--- config.mk ---
export PLATFORM = sky130hd
export DESIGN_NAME = wb_arbiter
export DESIGN_NICKNAME = d
export VERILOG_FILES = /design/src/rtl/wb_arbiter.sv
export SDC_FILE = /design/constraint.sdc
export NUM_CORES = 1
export LEC_CHECK = 0
export ABC_AREA = 1
export BUFFER_PORTS_ARGS = -buffer_cell sky130_fd_sc_hd__buf_2
export CAP_MARGIN = 15
export CORE_MARGIN = 3
export CORE_UTILIZATION = 30
export DETAILED_ROUTE_END_ITERATION = 8
export PLACE_DENSITY_LB_ADDON = 0.12
export SYNTH_ARGS = -nofsm -noshare
export SYNTH_HDL_FRONTEND = slang
export SYNTH_SLANG_ARGS = --single-unit
--- constraint.sdc ---
create_clock -name clk -period 4.1 [get_ports clk]
set_input_delay 0.82 -clock clk [delete_from_list [all_inputs] [get_ports clk]]
set_output_delay 0.82 -clock clk [all_outputs]
set_load 0.005 [all_outputs]
--- src/rtl/wb_arbiter.sv ---
// wb_arbiter: shares the register-file write port between the pipeline
// writeback (A, always wins) and a buffered long-latency source (B). It also
// tracks registers with outstanding B results and requests bubbles when B starves.
module wb_arbiter #(
  parameter int unsigned FIFO_DEPTH = 2,
  parameter int unsigned MAX_WAIT   = 4
) (
  input  logic        clk,
  input  logic        rst,
  input  logic        a_we,
  input  logic [4:0]  a_waddr,
  input  logic [31:0] a_wdata,
  input  logic        b_valid,
  output logic        b_ready,
  input  logic [4:0]  b_waddr,
  input  logic [31:0] b_wdata,
  input  logic        iss_we,
  input  logic [4:0]  iss_waddr,
  input  logic [4:0]  chk_addr1,
  input  logic [4:0]  chk_addr2,
  output logic        hazard1,
  output logic        hazard2,
  output logic        stall_req,
  output logic        rf_we,
  output logic [4:0]  rf_waddr,
  output logic [31:0] rf_wdata
);

  localparam int unsigned AW = (FIFO_DEPTH > 1) ? $clog2(FIFO_DEPTH) : 1;
  localparam int unsigned CW = $clog2(FIFO_DEPTH + 1);
  localparam int unsigned WW = $clog2(MAX_WAIT + 1);

  logic [4:0]    addr_mem [FIFO_DEPTH];
  logic [31:0]   data_mem [FIFO_DEPTH];
  logic [AW-1:0] rd_ptr, wr_ptr;
  logic [CW-1:0] count;
  logic [31:0]   pending, pending_nxt;
  logic [WW-1:0] wait_cnt, wait_nxt;
  logic          stall_nxt;
  logic          rf_from_b;
  logic          a_wr, push, pop;
  logic [4:0]    head_addr;
  logic [31:0]   head_data;

  // Handshake and port-selection decisions for this cycle
  assign a_wr      = a_we & (a_waddr != 5'd0);
  assign b_ready   = !rst & (count < CW'(FIFO_DEPTH));
  assign push      = b_valid & b_ready & (b_waddr != 5'd0);
  assign pop       = !a_wr & (count != CW'(0));
  assign head_addr = addr_mem[rd_ptr];
  assign head_data = data_mem[rd_ptr];

  // Hazard lookup uses only the registered scoreboard; address 0 never hazards
  assign hazard1 = pending[chk_addr1] & (chk_addr1 != 5'd0);
  assign hazard2 = pending[chk_addr2] & (chk_addr2 != 5'd0);

  // Next scoreboard, starvation counter and stall request
  always_comb begin
    pending_nxt = pending;
    wait_nxt    = wait_cnt;
    stall_nxt   = stall_req;
    // Clear on the B write now on the rf port; a same-cycle issue re-sets it
    if (rf_from_b)
      pending_nxt[rf_waddr] = 1'b0;
    if (iss_we && (iss_waddr != 5'd0))
      pending_nxt[iss_waddr] = 1'b1;
    pending_nxt[0] = 1'b0;
    if (pop || (count == CW'(0)))
      wait_nxt = WW'(0);
    else if (a_wr && (wait_cnt < WW'(MAX_WAIT)))
      wait_nxt = wait_cnt + WW'(1);
    if (pop)
      stall_nxt = 1'b0;
    else if (wait_nxt == WW'(MAX_WAIT))
      stall_nxt = 1'b1;
  end

  // B result storage; contents need no reset since count gates reads
  always_ff @(posedge clk) begin
    if (push) begin
      addr_mem[wr_ptr] <= b_waddr;
      data_mem[wr_ptr] <= b_wdata;
    end
  end

  // Control state, scoreboard and registered write port
  always_ff @(posedge clk) begin
    if (rst) begin
      rd_ptr    <= '0;
      wr_ptr    <= '0;
      count     <= '0;
      pending   <= '0;
      wait_cnt  <= '0;
      stall_req <= 1'b0;
      rf_we     <= 1'b0;
      rf_from_b <= 1'b0;
      rf_waddr  <= '0;
      rf_wdata  <= '0;
    end else begin
      if (push)
        wr_ptr <= wr_ptr + AW'(1);
      if (pop)
        rd_ptr <= rd_ptr + AW'(1);
      case ({push, pop})
        2'b10:   count <= count + CW'(1);
        2'b01:   count <= count - CW'(1);
        default: count <= count;
      endcase
      pending   <= pending_nxt;
      wait_cnt  <= wait_nxt;
      stall_req <= stall_nxt;
      rf_we     <= a_wr | pop;
      rf_from_b <= pop;
      if (a_wr) begin
        rf_waddr <= a_waddr;
        rf_wdata <= a_wdata;
      end else if (pop) begin
        rf_waddr <= head_addr;
        rf_wdata <= head_data;
      end else begin
        rf_waddr <= '0;
        rf_wdata <= '0;
      end
    end
  end

endmodule

==> impl_results.md, run 1 <==
* Nets at 873
* Top cells by area, synth: edfxtp_1 (34%), dfxtp_1 (24%), nand2_1 (7.0%), nand3_1 (6.5%), mux2i_1 (5.7%)
* Placed Area at 7380 um2
* Fillers at 2126
* Status: finished clean
* Cells after DPL at 1033
* Layout cells sized above 1 at 28.5%
* Core Area at 21100 um2
* Max-capacitance violation count at 0
* Leakage at 3.20 nW
* CP max stage cell: buf_2
* Clock Skews at 10.5 ps
* DR vias/cell at 4.76
* Initial core utilization at 30.6%
* Synth cell count leaders: nand2_1 (120), nand3_1 (84), dfxtp_1 (79)
* Syn_nets at 738
* Hold crit path type: register to register
* Root buffer cell: clkbuf_16
* Top-count cell post-synth: nand2_1
* Power Density at 476 nW/um2
* Leading area contributor after synthesis: edfxtp_1
* Routed Antenna Nets at 0
* Worst relative slew slack at 28.5%
* Gr ovfl total at 0
* DRC viols at 0
* RSZ-0062 raised after global routing: false
* Synth Cell Area at 6460 um2
* Worst skew pair latency at 420 ps
* Total CTS buffers at 17
* Synth Instances at 642
* Crit start category: input port
* Hold depth at 2
* Req. time, crit path at 3280 ps
* Setup TNS at 0 ps
* 1st-iter DRT viols at 344
* Post-CTS Setup Inserts at 0
* Tightest Pin Transition at 1070 ps
* Top cell type's share of synthesized area at 34.4%
* Initial antenna violation count at 4
* # port buffers at 135
* Kind of critical path: input port to primary output
* CTS tree: yes
* Area grow syn2layout at 23.6%
* Post-synthesis register bit count at 153
* Resize count post-CTS at 0
* Die span in x at 153 um
* Crit path top cell by count: nand2_1
* Largest net degree at the start of global routing at 42
* Routability cong. at 0.870
* WL final at 17200 um
* Die height at 153 um
* Sequential-to-total area share from yosys stat at 58.9%
* Overall power at 3.80 mW
* H-tree lvl count at 4
* Pre-antenna DRT Iters at 5
* Design Area, Final at 7990 um2
* Final Non-Filler Cells at 1066
* Reg clk slew, reported paths at 60 ps
* Setup violators final at 0
* IO Pins at 136
* Hold buffer count at CTS at 0
* Tot GR Track Use at 14.7%
* Cells along the critical path: buf_2 -> inv_2 -> nand2_1 -> nand3_1 -> nand2_1 -> nand2_1 -> nand2_1 -> inv_1 -> nand2_1 -> nand2_1 -> nand2_1 -> buf_2
* Top FF cell, synth: dfxtp_1
* Max IR drop VDD at 0.226 mV
* Synth warn at 0
* Pins Over Slew Limit at 0
* Hold Vio Cnt, Final at 0
* Full die area at 23300 um2
* Post-Syn Area per Cell at 10.1 um2
* CP Max Fanout at 19
* R2R cell count at 4
* CP arrival at 2030 ps
* Vias at 5070
* CP max stage delay at 310 ps
* Highest clock rate at 0.351 GHz
* Distinct cells, synth at 32
* HPWL after detailed placement at 12500 um
* Deepest clock path buffer count at 2
* Number of flops mapped to enable cells by yosys at 74
* Async S/R FF share, synth at 0%
* Crit. End Element: primary output
* Vias in the first global route at 5209
* Clock sinks at 153
* First-pass GRT wire length at 27400 um
* WL/cell at 16.1 um
* Final Critical Period at 2850 ps
* Row Count at 53
* Post-route clock period utilization at 69.5%
==> cell type report <==
| type | count | area, um2 | share of cell area, % |
|---|---|---|---|
| clock buffer | 21 | 482 | 6.03 |
| antenna | 1 | 2.50 | 0.0313 |
| sequential | 153 | 3800 | 47.6 |
| tap | 275 | 344 | 4.31 |
| multi-input combinational | 406 | 2290 | 28.7 |
| clock inverter | 11 | 119 | 1.49 |
| timing repair buffer | 141 | 721 | 9.03 |
| inverter | 58 | 219 | 2.74 |
==> power by group <==
group | internal [mW] | switching (mW) | total, mW
clock | 0.961 | 0.595 | 1.56
sequential | 1.70 | 0.0608 | 1.76
combinational | 0.190 | 0.290 | 0.480
==> routing by layer <==
| layer | wire length, um | vias to the layer above | global-route usage (%) |
|---|---|---|---|
| met3 | 1170 | 24 | 4.35 |
| met2 | 8610 | 171 | 25.2 |
| met5 | 28 | - | 0 |
| met4 | 259 | 6 | 5.73 |
| met1 | 7130 | 2375 | 17.5 |
| li1 | - | 2494 | - |
==> placed cells by master (no fill, tap or decap), types with 2 or more instances in the layout <==
cell,Yosys,layout
buf_2,7,135
nand2_1,120,120
nand3_1,84,84
dfxtp_1,79,78
edfxtp_1,74,74
inv_1,53,53
o21ai_2,38,38
o21ai_0,37,37
mux2i_1,37,37
a21oi_1,35,35
nor2_1,20,18
clkbuf_16,0,18
nor3_1,12,12
o211ai_1,6,6
buf_4,7,6
clkinv_2,1,5
clkinvlp_4,0,4
nand2_4,3,3
inv_2,3,3
nor2_4,0,2
a31oi_1,2,2
nor3_2,2,2
ha_1,2,2
clkbuf_8,0,2
bufinv_16,0,2
==> worst max-delay path, delay by kind of cell <==
family	cells	cell delay [ps]
buffers and inverters	4	640
AND/OR/NAND/NOR	8	540
==> sequential cells by signal, summed over array words and instances (netlist names), named ones only <==
register   cells
data_mem      64
pending       31
addr_mem      10
wait_cnt       3
wr_ptr         1
count          2
rf_waddr       5
rf_we          1
rf_from_b      1
stall_req      1
rf_wdata      32
rd_ptr         1
==> path summary, 6_finish.rpt <==
check        slack (ps)         start               to
max                1250  chk_addr1[0]          hazard1
min                 440     stall_req        stall_req
max reg2reg        2090      count[1]  data_mem[1][23]
min reg2reg         440     stall_req        stall_req
==> stage by stage <==
step | hold slack, ps | setup WS (ps) | util, %
floorplan | 442 | 798 | -
global route | 490 | 1110 | 37.9
CTS | 451 | 1260 | 37.9
detailed placement | 442 | 1110 | 35.0
global placement | 440 | 1230 | 35.0
finish | 443 | 1250 | 37.9
==> cell families (layout without fill, tap and decap cells) <==
| logic type | Yosys count | count (layout) | share of synthesized area [%] |
|---|---|---|---|
| compound gates | 119 | 119 | 11.8 |
| other cells | 0 | 1 | 0 |
| simple gates | 246 | 246 | 17.1 |
| xor+xnor | 2 | 2 | 0.271 |
| flops | 153 | 153 | 58.9 |
| mux | 37 | 37 | 5.73 |
| fa+ha+maj | 2 | 2 | 0.387 |
| buf+inv | 83 | 231 | 5.85 |
Note: power is estimated with default switching activity, not from simulation.
==> run 2, diff against run 1 <==
==> constraint.sdc (replaced) <==
create_clock -name clk -period 2.37 [get_ports clk]
set_input_delay 0.474 -clock clk [delete_from_list [all_inputs] [get_ports clk]]
set_output_delay 0.474 -clock clk [all_outputs]
set_load 0.005 [all_outputs]
==> impl_results.md, run 2 (synthesis results as in run 1) <==
* Post-route clock period utilization at 87.9%
* Worst path bufs/invs at 4 (unchanged)
* Gr ovfl total at 0 (unchanged)
* Worst relative slew slack at 53.0% (+25 points)
* Power Density at 800 nW/um2 (+68%)
* Clock sinks at 153 (unchanged)
* Status: finished clean
* Tightest Pin Transition at 701 ps (-364 ps)
* Vias in the first global route at 5365 (+3.0%)
* Req. time, crit path at 1900 ps (-1380 ps)
* Biggest regs: data_mem (64), rf_wdata (32), pending (31)
* Top cell family by delay on the critical path: buffers and inverters
* WL/cell at 16.4 um (+1.4%)
* Resize count post-CTS at 0 (unchanged)
* DRC viols at 0 (unchanged)
* Pre-antenna DRT Iters at 4 (-1)
* Final worst slack at 287 ps (-964 ps)
* Reg clk slew, reported paths at 60 ps (about the same)
* Full die area at 23300 um2 (unchanged)
* Overall power at 6.43 mW (+69%)
* CP Max Fanout at 19 (unchanged)
* Crit. End Element: primary output
* Crit start category: input port
* CTS tree: yes
* Worst skew pair latency at 420 ps (about the same)
* Die height at 153 um (unchanged)
* Leakage at 3.23 nW (+0.74%)
* Biggest register: data_mem
* DR vias/cell at 4.68 (-1.7%)
* Hold Vio Cnt, Final at 0 (unchanged)
* Deepest clock path buffer count at 2 (unchanged)
* First-pass GRT wire length at 28300 um (+3.5%)
* Final Critical Period at 2080 ps
* Commonest non-fill, non-tap cell in the layout: buf_2
* Max-capacitance violation count at 0 (unchanged)
* Hold buffer count at CTS at 0 (unchanged)
* Max IR drop VDD at 0.463 mV (+100%)
* Clock Skews at 12.2 ps (+1.72 ps)
* CP max stage delay at 300 ps (about the same)
* CP max stage cell: buf_2
* CP arrival at 1610 ps (-420 ps)
* Total CTS buffers at 17 (unchanged)
* HPWL after detailed placement at 12900 um (+3.2%)
* Routability cong. at 0.856 (-1.7%)
* Row Count at 53 (unchanged)
* Crit path top cell by count: nand2_1
* Commonest cells after routing, fill and taps aside: buf_2 (135), nand2_1 (120), nand3_1 (84), dfxtp_1 (78), edfxtp_1 (74)
* Setup violators final at 0 (unchanged)
* Pins Over Slew Limit at 0 (unchanged)
* Initial core utilization at 30.6% (unchanged)
* # port buffers at 135 (unchanged)
* Nets at 879 (+0.69%)
* Routed Antenna Nets at 0 (unchanged)
* Root buffer cell: clkbuf_16
* Initial antenna violation count at 4 (unchanged)
* Largest net degree at the start of global routing at 38 (-9.5%)
* Tot GR Track Use at 15.5% (+0.75 points)
* Fin util at 38.1% (+0.27 points)
* 1st-iter DRT viols at 297 (-14%)
* RSZ-0062 raised after global routing: false
* IO Pins at 136 (unchanged)
* Area grow syn2layout at 24.5%
* Layout cells sized above 1 at 28.5% (+0.037 points)
* Post-CTS Setup Inserts at 0 (unchanged)
* Core Area at 21100 um2 (unchanged)
* WL final at 17500 um (+2.0%)
* Hold crit path type: input port to register
* Kind of critical path: input port to primary output
* Max reg flops at 64 (unchanged)
* Die span in x at 153 um (unchanged)
* Vias at 5013 (-1.1%)
* Highest clock rate at 0.480 GHz
* DP Worst Slack at 299 ps (-812 ps)
* H-tree lvl count at 4 (unchanged)
* Cells along the critical path: buf_2 -> inv_2 -> nand2_1 -> nand3_1 -> nand2_1 -> nand2_1 -> nand2_1 -> inv_1 -> nand2_1 -> nand2_1 -> nand2_1 -> buf_2
run 2: cell types whose count changed in the layout (fill, tap and decap cells not counted):
cell        before  now
buf_12           0    5
clkbuf_8         2    1
clkbuf_1         1    4
inv_6            0    1
clkinvlp_4       4    2
clkinv_2         5    2
clkinv_4         1    3
buf_4            6    7
bufinv_16        2    1
clkinv_1         1    2
clkbuf_16       18   17
inv_4            0    1
run 2: layer usage:
layer / vias to the layer above / GRT usage (%) / wire (um) / part of all wire, %
met1: 2358 / 17.4 / 7220 / 41
met3: 33 / 4.40 / 799 / 4.6
met4: 6 / 6.70 / 498 / 2.8
li1: 2499 / - / - / -
met5: - / 0 / 22 / 0.13
met2: 117 / 27.4 / 8990 / 51
run 2: worst reg2reg max path: cells and delay by family (launching register included):
kind	cells	cell delay, ps
adder cells (fa/ha/maj)	1	300
buffers and inverters	2	170
AO/OA/AOI/OAI	2	270
flip-flops	1	320
AND/OR/NAND/NOR	3	310
XOR/XNOR	1	150
run 2: final cells by class:
cell class	count	area [um2]
Antenna cell	1	2.50
Clock buffer	22	454
Clock inverter	10	95.1
Fill cell	2145	13000
Inverter	58	219
Multi-Input combinational cell	406	2290
Sequential cell	153	3800
Tap cell	275	344
Timing Repair Buffer	147	828
run 2: where the power goes:
| group | leakage, nW | switching (mW) | internal [mW] |
|---|---|---|---|
| sequential | 1.32 | 0.0730 | 2.95 |
| combinational | 1.64 | 0.543 | 0.360 |
| clock | 0.263 | 1.03 | 1.47 |
| total | 3.23 | 1.65 | 4.78 |
run 2: worst paths after layout:
| path | endpoint | startpoint | cells after the start | slack, ps |
|---|---|---|---|---|
| setup reg to reg | count[1] | count[0] | 9 | 730 |
| hold / removal | data_mem[0][2] | b_wdata[2] | 1 | 240 |
| setup / recovery | hazard1 | chk_addr1[0] | 12 | 290 |
| hold reg to reg | stall_req | stall_req | 2 | 450 |
run 2: metrics by stage:
stage,std cells,instance area (um2),hold WS (ps),TNS (ps)
after global routing,1072,8040,219,0
after global placement,1039,7490,442,0
after CTS,1071,8040,216,0
after detailed placement,1039,7490,444,0
after floorplan,642,6460,442,-43390
final,1072,8040,244,0
==> run 3, diff against run 2 <==
==> constraint.sdc (replaced) <==
create_clock -name clk -period 2.1 [get_ports clk]
set_input_delay 0.42 -clock clk [delete_from_list [all_inputs] [get_ports clk]]
set_output_delay 0.42 -clock clk [all_outputs]
set_load 0.005 [all_outputs]
==> impl_results.md, run 3 (synthesis results as in run 1) <==
* Post-CTS Setup Inserts at 0 (unchanged)
* Initial antenna violation count at 4 (unchanged)
* Routed Antenna Nets at 0 (unchanged)
* Worst Setup SP: chk_addr1[0]
* Clock sinks at 153 (unchanged)
* Leakage at 3.23 nW (+0.11%)
* CTS tree: yes
* Overall power at 7.27 mW (+13%)
* Die span in x at 153 um (unchanged)
* CP arrival at 1520 ps (-90 ps)
* Biggest regs: data_mem (64), rf_wdata (32), pending (31)
* DR vias/cell at 4.70 (+0.45%)
* Root buffer cell: clkbuf_16
* DP Worst Slack at 139 ps (-160 ps)
* Hold Vio Cnt, Final at 0 (unchanged)
* Clock power share at 39.2% (+0.2 points)
* Vias in the first global route at 5252 (-2.1%)
* Hold crit path type: input port to register
* Post-route clock period utilization at 92.2%
* Final worst slack at 163 ps (-124 ps)
* First-pass GRT wire length at 27300 um (-3.5%)
* Full die area at 23300 um2 (unchanged)
* Sequential Power Share at 47.0% (about the same)
* Nets at 881 (+0.23%)
* Reg clk slew, reported paths at 60 ps (about the same)
* Kind of critical path: input port to primary output
* Layout cells sized above 1 at 28.8% (+0.30 points)
* Routability cong. at 0.851 (-0.55%)
* Max-capacitance violation count at 0 (unchanged)
* Resize count post-CTS at 0 (unchanged)
* Worst skew pair latency at 420 ps (about the same)
* Sw Pwr at 1.87 mW (+13%)
* Hold buffer count at CTS at 0 (unchanged)
* Setup violators final at 0 (unchanged)
* Highest clock rate at 0.516 GHz
* Final Critical Period at 1940 ps
* 1st-iter DRT viols at 225 (-24%)
* Status: finished clean
* Deepest clock path buffer count at 2 (unchanged)
* Gr ovfl total at 0 (unchanged)
* CP Max Fanout at 14 (-5)
* Setup TNS at 0 ps (unchanged)
* Total CTS buffers at 17 (unchanged)
* Max IR drop VDD at 0.543 mV (+17%)
* Reg2Reg Launch Point: count[0]
* Die height at 153 um (unchanged)
* Pint at 5.40 mW (+13%)
* Vias at 5045 (+0.64%)
* Largest net degree at the start of global routing at 38 (unchanged)
* # port buffers at 135 (unchanged)
* Pins Over Slew Limit at 0 (unchanged)
* Area grow syn2layout at 24.6% (about the same)
* WL/cell at 15.9 um (-2.6%)
* Pre-antenna DRT Iters at 4 (unchanged)
* Commonest cells after routing, fill and taps aside: buf_2 (135), nand2_1 (120), nand3_1 (84), dfxtp_1 (78), edfxtp_1 (74)
* Tightest Pin Transition at 661 ps (-40.9 ps)
* Biggest register: data_mem
* Core Area at 21100 um2 (unchanged)
* WL final at 17100 um (-2.4%)
* Row Count at 53 (unchanged)
* Commonest non-fill, non-tap cell in the layout: buf_2
* Crit start category: input port
* H-tree lvl count at 4 (unchanged)
* Tot GR Track Use at 14.8% (-0.70 points)
* Sw frac at 25.7% (+0.095 points)
* Worst relative slew slack at 55.9% (+2.9 points)
* HPWL after detailed placement at 12800 um (-0.83%)
* Crit. End Element: primary output
* Hold wc startpoint: b_wdata[16]
* Combinational share of power at 13.7% (-0.3 points)
* DRC viols at 0 (unchanged)
* Req. time, crit path at 1680 ps (-220 ps)
* Initial core utilization at 30.6% (unchanged)
* Max reg flops at 64 (unchanged)
* RSZ-0062 raised after global routing: false
* IO Pins at 136 (unchanged)
* Clock Skews at 12.3 ps (+0.158 ps)
* Power Density at 903 nW/um2 (+13%)
-- run 3: routing by layer --
layer | global-route usage [%] | part of all wire, %
met1 | 16.9 | 41
met2 | 25.3 | 50
met3 | 5.62 | 6.3
met4 | 5.22 | 2.1
met5 | 0 | 0.28
-- run 3: path summary, 6_finish.rpt --
path	depth (start not counted)	to	slack (ps)
worst max-delay path	12	hazard1	160
worst min-delay path	1	data_mem[0][16]	190
worst max register to register	9	count[1]	490
worst min register to register	2	stall_req	450
-- run 3: power groups by stage --
stage	registers (mW)	logic, mW	clock network [mW]
after detailed placement	3.48	1.02	0
after global placement	3.48	1.01	0
after global routing	3.44	1.12	3.07
after floorplan	3.46	0.636	0
final	3.42	0.999	2.85
after CTS	3.42	1.03	2.94
-- run 3: stage by stage --
step | cell area, um2 | hold WS, ps | std cells | util (%)
after floorplan | 6460 | 442 | 642 | -
after global placement | 7490 | 441 | 1041 | 35.5
final | 8050 | 190 | 1074 | 38.2
after global routing | 8040 | 163 | 1073 | 38.1
after detailed placement | 7490 | 441 | 1041 | 35.5
after CTS | 8040 | 166 | 1073 | 38.1
-- run 3: area by class of cell --
class	count	area (um2)
Clock buffer	22	454
Timing Repair Buffer	149	831
Inverter	58	219
Fill cell	2151	13000
Antenna cell	1	2.50
Multi-Input combinational cell	406	2290
Tap cell	275	344
Clock inverter	10	97.6
Sequential cell	153	3800
-- run 3: worst max-delay path, cell delays in order --
cell	delay [ps]
buf_2	240
inv_2	170
nand2_1	90
nand3_1	80
nand2_1	100
nand2_1	70
nand2_1	60
inv_1	30
nand2_1	50
nand2_1	40
nand2_1	50
buf_2	100
